`src/rtl/spectrogram_writer_pkg.sv`:
```
`timescale 1ns/1ps
`default_nettype none
// ============================================================================
//  Module   : spectrogram_writer_pkg
//  Purpose  : Shared geometry and memory-layout rule of the spectrogram row
//             buffer. The writer and the display-side reader both import this
//             package so the address mapping can only change in one place.
//  Contents : buffer geometry constants, writer state type, helpers that split
//             a linear entry index into a one-hot bank and a bank address.
//  Revision : 1.0 - initial release
// ============================================================================
package spectrogram_writer_pkg;

    localparam int FFT_SIZE       = 256;
    localparam int BINS_PER_FFT   = FFT_SIZE / 2;
    localparam int MAG_WIDTH      = 16;
    localparam int DATA_WIDTH     = 4;
    localparam int NO_FFTS        = 50;
    localparam int NO_BANKS       = 2;
    localparam int RAM_ADDR_WIDTH = 12;
    localparam int IDX_WIDTH      = $clog2(NO_FFTS);
    // Linear index L = slot*BINS_PER_FFT + bin spans the whole buffer.
    localparam int LIN_WIDTH      = $clog2(NO_FFTS * BINS_PER_FFT);
    // Bin counter must be able to hold FFT_SIZE itself (saturation value).
    localparam int BIN_CNT_WIDTH  = $clog2(FFT_SIZE + 1);

    typedef enum logic [0:0] {
        ST_ACCEPT    = 1'b0,
        ST_WAIT_TICK = 1'b1
    } wr_state_t;

    // Bank = L / 2^RAM_ADDR_WIDTH, returned one-hot.
    function automatic logic [NO_BANKS-1:0] lin_to_bank(input logic [LIN_WIDTH-1:0] lin);
        return NO_BANKS'(1) << lin[LIN_WIDTH-1:RAM_ADDR_WIDTH];
    endfunction

    // Address = L mod 2^RAM_ADDR_WIDTH.
    function automatic logic [RAM_ADDR_WIDTH-1:0] lin_to_addr(input logic [LIN_WIDTH-1:0] lin);
        return lin[RAM_ADDR_WIDTH-1:0];
    endfunction

endpackage

`default_nettype wire

```
`src/rtl/spectrogram_writer_mag_log2_quant.sv`:
```
`timescale 1ns/1ps
`default_nettype none
// ============================================================================
//  Module   : mag_log2_quant
//  Purpose  : Combinational log2 compressor. Returns the position of the most
//             significant set bit of the magnitude (floor log2), 0 for a zero
//             input, saturated to the largest code the output can hold.
//  Ports    : i_mag  - unsigned magnitude
//             o_code - compressed pixel code
//  Revision : 1.0 - initial release
// ============================================================================
module mag_log2_quant #(
    parameter int MAG_WIDTH  = 16,
    parameter int DATA_WIDTH = 4
) (
    input  logic [MAG_WIDTH-1:0]  i_mag,
    output logic [DATA_WIDTH-1:0] o_code
);

    localparam int POS_WIDTH  = (MAG_WIDTH > 1) ? $clog2(MAG_WIDTH) : 1;
    localparam int C_MAX_CODE = (2 ** DATA_WIDTH) - 1;

    logic [POS_WIDTH-1:0] w_pos;

    // Leading-one search: later (higher) set bits overwrite earlier ones.
    always_comb begin
        w_pos = '0;
        for (int i = 0; i < MAG_WIDTH; i++) begin
            if (i_mag[i]) begin
                w_pos = POS_WIDTH'(i);
            end
        end
    end

    assign o_code = (int'(w_pos) > C_MAX_CODE) ? DATA_WIDTH'(C_MAX_CODE)
                                               : DATA_WIDTH'(w_pos);

endmodule

`default_nettype wire

```
`src/rtl/spectrogram_writer.sv`:
```
`timescale 1ns/1ps
`default_nettype none
// ============================================================================
//  Module   : spectrogram_writer
//  Purpose  : Write side of the two-bank circular spectrogram row buffer.
//             Accepts one FFT magnitude frame on a valid/ready stream, stores
//             the log2 code of the lower half-spectrum into the current row,
//             and commits the row (advancing OLDEST_FFT_IDX) only at a display
//             frame boundary so a displayed row never changes mid-frame.
//  Ports    : clk, reset_n (async assert, active low)
//             in_valid/in_ready/in_data/in_last - magnitude stream
//             frame_tick      - vertical-blanking pulse
//             wr_bank/wr_addr/wr_data - RAM write port (wr_bank one-hot)
//             OLDEST_FFT_IDX  - slot currently being overwritten
//             short_frame     - pulse when a frame ends before BINS_PER_FFT
//  Revision : 1.0 - initial release
// ============================================================================
module spectrogram_writer
    import spectrogram_writer_pkg::*;
#(
    parameter int USE_FRAME_SYNC = 1
) (
    input  logic                      clk,
    input  logic                      reset_n,
    input  logic                      in_valid,
    output logic                      in_ready,
    input  logic [MAG_WIDTH-1:0]      in_data,
    input  logic                      in_last,
    input  logic                      frame_tick,
    output logic [NO_BANKS-1:0]       wr_bank,
    output logic [RAM_ADDR_WIDTH-1:0] wr_addr,
    output logic [DATA_WIDTH-1:0]     wr_data,
    output logic [IDX_WIDTH-1:0]      OLDEST_FFT_IDX,
    output logic                      short_frame
);

    localparam logic [BIN_CNT_WIDTH-1:0] C_BINS_PER_FFT = BIN_CNT_WIDTH'(BINS_PER_FFT);
    localparam logic [BIN_CNT_WIDTH-1:0] C_FFT_SIZE     = BIN_CNT_WIDTH'(FFT_SIZE);
    localparam logic [IDX_WIDTH-1:0]     C_LAST_SLOT    = IDX_WIDTH'(NO_FFTS - 1);
    localparam logic [LIN_WIDTH-1:0]     C_ROW_STEP     = LIN_WIDTH'(BINS_PER_FFT);

    wr_state_t                  r_state;
    wr_state_t                  w_state_nxt;
    logic                       w_ready;
    logic                       w_commit;

    logic [BIN_CNT_WIDTH-1:0]   r_bin_cnt;
    logic [IDX_WIDTH-1:0]       r_wr_slot;
    logic [LIN_WIDTH-1:0]       r_row_base;
    logic [IDX_WIDTH-1:0]       r_oldest;
    logic [NO_BANKS-1:0]        r_wr_bank;
    logic [RAM_ADDR_WIDTH-1:0]  r_wr_addr;
    logic [DATA_WIDTH-1:0]      r_wr_data;
    logic                       r_short_frame;

    logic                       w_xfer;
    logic                       w_store;
    logic                       w_short;
    logic [BIN_CNT_WIDTH-1:0]   w_bin_nxt;
    logic [LIN_WIDTH-1:0]       w_lin;
    logic [IDX_WIDTH-1:0]       w_slot_nxt;
    logic [LIN_WIDTH-1:0]       w_row_nxt;
    logic [DATA_WIDTH-1:0]      w_code;

    // ------------------------------------------------------------------
    // Frame state machine
    // ------------------------------------------------------------------
    always_ff @(posedge clk or negedge reset_n) begin
        if (!reset_n) begin
            r_state <= ST_ACCEPT;
        end else begin
            r_state <= w_state_nxt;
        end
    end

    // in_ready depends on the state register only, never on in_valid.
    // A frame_tick seen while still in ACCEPT is deliberately ignored.
    always_comb begin
        w_state_nxt = r_state;
        w_ready     = 1'b0;
        w_commit    = 1'b0;
        case (r_state)
            ST_ACCEPT: begin
                w_ready = 1'b1;
                if (in_valid && in_last) begin
                    w_state_nxt = ST_WAIT_TICK;
                end
            end
            ST_WAIT_TICK: begin
                if ((USE_FRAME_SYNC == 0) || frame_tick) begin
                    w_commit    = 1'b1;
                    w_state_nxt = ST_ACCEPT;
                end
            end
            default: begin
                w_state_nxt = ST_ACCEPT;
            end
        endcase
    end

    assign in_ready = w_ready;

    // ------------------------------------------------------------------
    // Datapath
    // ------------------------------------------------------------------
    assign w_xfer     = in_valid & w_ready;
    assign w_store    = w_xfer && (r_bin_cnt < C_BINS_PER_FFT);
    assign w_bin_nxt  = r_bin_cnt + 1'b1;
    assign w_short    = w_xfer && in_last && (w_bin_nxt < C_BINS_PER_FFT);
    // Row base is a running register, so the linear index needs only an add.
    assign w_lin      = r_row_base + LIN_WIDTH'(r_bin_cnt);
    assign w_slot_nxt = (r_wr_slot == C_LAST_SLOT) ? '0 : r_wr_slot + 1'b1;
    assign w_row_nxt  = (r_wr_slot == C_LAST_SLOT) ? '0 : r_row_base + C_ROW_STEP;

    mag_log2_quant #(
        .MAG_WIDTH  (MAG_WIDTH),
        .DATA_WIDTH (DATA_WIDTH)
    ) u_quant (
        .i_mag  (in_data),
        .o_code (w_code)
    );

    always_ff @(posedge clk or negedge reset_n) begin
        if (!reset_n) begin
            r_bin_cnt     <= '0;
            r_wr_slot     <= '0;
            r_row_base    <= '0;
            r_oldest      <= '0;
            r_wr_bank     <= '0;
            r_wr_addr     <= '0;
            r_wr_data     <= '0;
            r_short_frame <= 1'b0;
        end else begin
            // Write port registers the transfer: one cycle of latency.
            r_wr_bank     <= w_store ? lin_to_bank(w_lin) : '0;
            if (w_store) begin
                r_wr_addr <= lin_to_addr(w_lin);
                r_wr_data <= w_code;
            end
            r_short_frame <= w_short;

            // Commit and transfer are exclusive: in_ready is low in WAIT_TICK.
            if (w_commit) begin
                r_bin_cnt  <= '0;
                r_wr_slot  <= w_slot_nxt;
                r_row_base <= w_row_nxt;
                r_oldest   <= w_slot_nxt;
            end else if (w_xfer && (r_bin_cnt != C_FFT_SIZE)) begin
                r_bin_cnt  <= w_bin_nxt;
            end
        end
    end

    assign wr_bank        = r_wr_bank;
    assign wr_addr        = r_wr_addr;
    assign wr_data        = r_wr_data;
    assign OLDEST_FFT_IDX = r_oldest;
    assign short_frame    = r_short_frame;

endmodule

`default_nettype wire

```
`config.mk`:
```
export PLATFORM = sky130hd
export DESIGN_NAME = spectrogram_writer
export DESIGN_NICKNAME = d
export VERILOG_FILES = /design/src/rtl/spectrogram_writer_pkg.sv /design/src/rtl/spectrogram_writer_mag_log2_quant.sv /design/src/rtl/spectrogram_writer.sv
export SDC_FILE = /design/constraint.sdc
export NUM_CORES = 1
export LEC_CHECK = 0
export ABC_AREA = 1
export CAP_MARGIN = 10
export CORE_ASPECT_RATIO = 1.4
export CORE_UTILIZATION = 45
export CTS_CLUSTER_DIAMETER = 60
export DETAILED_ROUTE_END_ITERATION = 7
export GPL_TIMING_DRIVEN = 0
export PLACE_DENSITY = 0.88
export SLEW_MARGIN = 15
export SYNTH_ARGS = -nofsm -noshare
export SYNTH_HDL_FRONTEND = slang
export SYNTH_SLANG_ARGS = --single-unit
```
`constraint.sdc`:
```
create_clock -name clk -period 1.82 [get_ports clk]
set_clock_uncertainty 0.2 [all_clocks]
set_input_delay 0.364 -clock clk [delete_from_list [all_inputs] [get_ports clk]]
set_output_delay 0.364 -clock clk [all_outputs]
set_load 0.05 [all_outputs]
```
After elaboration in Yosys (flattened, before gate mapping):

Cells that the tools add are included.

* register bits after elaboration: 48
* input bits: 21

* $add $sub $neg: 4
* magnitude comparators: 2
* equality and inequality tests: 2
* shifts and indexed selects: 1
* multiplexer cells: 26
* bitwise gates (word level): 2
* reduce and logical (&&, ||, !) cells: 6

Operator list (count)
* $mux 4: 8
* $lt 9x8->1 const B: 2
* $mux 9: 2
* $add 13x8->13 const B: 1
* $add 13x9->13: 1
* $mux 13: 1
* $mux 3: 4
* $add 9x1->9 const B: 1
* $ne 9x9->1 const B: 1
* $add 6x1->6 const B: 1
* $eq 6x6->1 const B: 1
* $mux 1: 6
* $mux 2: 3
* $mux 6: 1
* $logic_and 1x1->1: 5
* $pmux 1 s2: 1
* $reduce_bool 2->1: 1
* $shl 1x1->2 const A: 1
* $and 1x1->1: 1
* $not 1->1: 1

Logic depth before layout (Yosys ltp):

* word-level depth: 15
* mapped depth: 15

By module:

Synthesis repeated with hierarchy kept, for this count alone.

* cell total of the unflattened synthesis: 312
* area, all modules: 2306.0 µm²

Modules (own cells, without submodules)
* spectrogram_writer: instances 1, cells each 271, area an instance 2138.3 µm², sequential area each 1026.0 µm²
* mag_log2_quant: instances 1, cells each 41, area an instance 167.7 µm², sequential area each 0.0 µm²

Worst setup path before layout:

No wires, ideal clock.

* path kind: reg2reg
* start: register r_state
* end: register r_bin_cnt[6]
* setup time: 0.125 ns
* data arrival time: 1.582 ns
* required time: 1.495 ns
* slack: -0.086 ns
* cell stages (with the launch flop): 9
* buffers on the path: 0
* period minus slack after synthesis: 1.906 ns
* cell sequence: dfrtp_1 inv_1 nand2_1 inv_1 o21ai_4 nor3_4 nand3_2 nor3_1 nor3_2

* cells in the longest elaborated chain, start to end: 4
* elaborated cells on any way between the ends: 6

RTL lines
* start: declaration: line spectrogram_writer.sv:42 `wr_state_t r_state;`
* start signal: assignment: line spectrogram_writer.sv:72 `r_state <= w_state_nxt;`
* $mux 1: line spectrogram_writer.sv:82 `case (r_state)`
* named net in_ready: line spectrogram_writer.sv:26 `output logic in_ready,`
* $and 1x1->1: line spectrogram_writer.sv:106 `assign w_xfer = in_valid & w_ready;`
* $logic_and 1x1->1: line spectrogram_writer.sv:148 `end else if (w_xfer && (r_bin_cnt != C_FFT_SIZE)) begin`
* $reduce_bool 2->1 (no line)
* end signal: assignment: line spectrogram_writer.sv:149 `r_bin_cnt <= w_bin_nxt;`
* end: declaration: line spectrogram_writer.sv:47 `logic [BIN_CNT_WIDTH-1:0] r_bin_cnt;`

The timed path passes the listed nets, and every way through them passes these cells.
A chain may end at the register's enable or synchronous reset.

Worst setup path in the final report:

* start: register r_bin_cnt[8]
* end: register r_wr_bank[0], in the netlist wr_bank[0]

* cells in the longest elaborated chain, start to end: 3
* elaborated cells on any way between the ends: 5

RTL lines
* $add 13x9->13 / $lt 9x8->1 (equally long branches): line spectrogram_writer.sv:111, spectrogram_writer.sv:107
* $shl 1x1->2 / $logic_and 1x1->1 (equally long branches): line spectrogram_writer_pkg.sv:34, spectrogram_writer.sv:107
* $mux 2 (*): line spectrogram_writer.sv:135 `r_wr_bank <= w_store ? lin_to_bank(w_lin) : '0;`
* end signal: assignment: line spectrogram_writer.sv:135
* end: declaration: line spectrogram_writer.sv:51 `logic [NO_BANKS-1:0] r_wr_bank;`

Mark *: on every way between the ends. The rest lies on a longest branch, timed or not.

==> reports/qor.yml <==
setup_tns_ns: 0
detail-route-antenna-nets: 0
via_per_inst: 4.90
cts_made_buffers: 5
cts_tree: "built"
syn_area_um2: 2060
grt.met2_usage_pct: 34.0
grt_pass1_wl_mm: 7.33
place.gp.congestion: 0.794
setup_viol_count_final: 0
intPower_mw: 1.95
clock_sinks: 41
core_um2: 4310
hpwl_mm: 3.15
synth_area_per_cell_um2: 8.24
synth_warnings: 0
peakVddDrop_v: 0.000926
arrival_ns: 1.77
initial_utilization_pct: 47.8
areaGrowthSynthToFinish_pct: 35.8
drc_errors: 0
power_mw: 3.66
layout.nets: 341
status: "finished, final reports clean"
drt_wl_total_mm: 4.42
io_pins: 47
pwr-share-seq_pct: 38.4
synth-seq-cells: 41
worstMarginPinSlew_ns: 0.503
grt_util_all_layers_pct: 19.9
insertion_delay_ns: 0.30
critPathLaunchType: "flop"
p_leak_nw: 1.41
root_buffer: "clkbuf_8"
hold_ws_ns: 0.239
syn_nets: 278
maxCapViolCount: 0
layout.cells.non_filler: 374
max-slew-margin-rel_pct: 66.6
grt_use_met3_pct: 4.41
power_density_nw_per_um2: 1310
diodes: 0
worstPathMaxFanout: 3
rows: 28
period_share_pct: 98.4
power_frac_clock_pct: 15.6
drt-initial-drc-count: 53
timing.fmax_mhz: 559
fillers: 352
timing_worst_setup_path_type: "reg -> reg"
antenna_found_initial: 0
grt_pass1_vias: 1737
p_sw_share_pct: 46.7
worstSetupEndpointType: "flop"
htreeDepth: 2
synth.distinct_cells: 26
die_h_um: 82.1
grt-ovfl-total: 0
grt_max_degree: 36
fp.dieArea_um2: 4860
grt_busiest_layer: "met2"
cts_buffer_depth: 2
hold_path_class: "in -> async"
avgRoutedWirePerCell_um: 11.8
dp.cells: 356
seqCellArea_um2: 1030
rsz0062_at_grt: "true"
drive_gt1_share_pct: 16.6
multi_input_area_um2: 922
period_minus_slack_ns: 1.79
ys_seq_area_share_pct: 49.8
worstPathRequired_ns: 1.80
power.net_switching_mw: 1.71
clk_pin_slew_ns: 0.08
synthCells: 250
use_met1_pct: 23.2
hold_viol_final: 0
combPwrFrac_pct: 46.0
die_x_um: 59.2
port-buffer-count: 45
dr.pass1.iters: 4
vias: 1833
drv_slew: 0
## layout make-up
| cell class | count | area share (%) |
|---|---|---|
| buffer | 3 | 0.537 |
| clock buffer | 6 | 2.59 |
| clock inverter | 2 | 0.358 |
| inverter | 43 | 5.90 |
| multi-input combinational | 163 | 33.0 |
| sequential | 41 | 36.9 |
| tap | 60 | 2.68 |
| timing repair buffer | 56 | 18.1 |
## logic make-up after synthesis
logic type,count (synthesis),share of synthesized area (%)
buf+inv,46,8.56
fa+ha+maj,7,4.25
simple gates,113,25.0
xor+xnor,6,2.55
flops,41,49.8
compound gates,37,9.90
## stage by stage
step           setup WS, ns  util, %  cell area (um^2)
6_report             0.0296     64.9              2800
2_1_floorplan       0.00968        -              2070
4_1_cts             0.00262     62.7              2700
5_1_grt             -0.0680     64.9              2800
3_5_place_dp         -0.288     60.5              2610
3_3_place_gp         -0.941     60.2              2590
## worst paths after layout
| kind | from | end | slack, ns | cells past startpoint |
|---|---|---|---|---|
| worst min-delay path | reset_n | wr_addr[3] | 0.24 | 2 |
| worst max-delay path | r_bin_cnt[8] | wr_bank[0] | 0.03 | 9 |
| min in group clk | wr_data[3] | wr_data[3] | 0.28 | 2 |
| worst min register to register | wr_data[3] | wr_data[3] | 0.28 | 2 |
| worst max register to register | r_bin_cnt[8] | wr_bank[0] | 0.03 | 9 |
| max in group asynchronous | reset_n | OLDEST_FFT_IDX[1] | 0.75 | 3 |
## cell usage in the layout, fill, tap and decap left out, drive strengths merged, types with 2 or more instances in the layout
master,instances
clkbuf,8
o21ai,23
dfrtp,41
nand2,56
o22ai,2
nor3b,2
clkdlybuf4s15,2
ha,7
nand4,3
buf,14
nor3,11
clkinv,2
clkdlybuf4s50,18
inv,42
nor2,27
dlygate4sd2,22
nand3,10
a31oi,2
a21oi,9
nor4,3
xor2,5
## critical path, cell delays in order (launching register included)
cell	delay, ns
dfrtp_2	0.45
ha_4	0.29
a21oi_2	0.06
nor2_1	0.12
inv_1	0.10
nor2_4	0.13
nand2_2	0.09
xor2_2	0.16
inv_1	0.05
nor2_1	0.03
## power groups by stage
stage / registers, mW / logic [mW] / clock network (mW)
2_1_floorplan: 2.02 / 0.530 / 0
3_3_place_gp: 1.40 / 1.69 / 0
3_5_place_dp: 1.41 / 1.74 / 0
4_1_cts: 1.40 / 1.64 / 0.575
5_1_grt: 1.44 / 1.83 / 0.618
6_report: 1.41 / 1.69 / 0.572
## registers in the layout, indices dropped and copies added, names as in the netlist
signal,cells
r_row_base,6
OLDEST_FFT_IDX,6
wr_bank,2
wr_addr,12
wr_data,4
r_state,1
short_frame,1
r_bin_cnt,9
## Yosys cell counts (all sizes together)
cell | count | area (um^2)
nor3 | 11 | 82.6
a31oi | 2 | 12.5
nor2 | 27 | 101
nand3 | 10 | 55.1
inv | 43 | 161
xnor2 | 1 | 8.76
nand2 | 56 | 210
nor4 | 3 | 18.8
ha | 7 | 87.6
nor3b | 2 | 15.0
xor2 | 5 | 43.8
nand4 | 3 | 25.0
o22ai | 2 | 12.5
dfrtp | 41 | 1030
a21oi | 9 | 45.0
buf | 3 | 15.0
o31ai | 1 | 7.51
and3 | 1 | 6.26
o21ai | 23 | 126
## layer usage
metal	vias up	share of wire (%)	routed length, um
met2	41	51	2250
met4	0	2.4	107
met5	-	0	0
met1	859	43	1910
li1	923	-	-
met3	10	3.7	163
## repair_timing
item / CTS / global route
resized for setup: 35 / 16
pin swaps: 0 / 3
gates cloned: 0 / 0
endpoints found under the hold margin: 41 / 0
hold buffers: 1 / 0
endpoints found under the setup margin: 30 / 31
setup buffers: 1 / 8
Note: power is estimated with default switching activity, not from simulation.
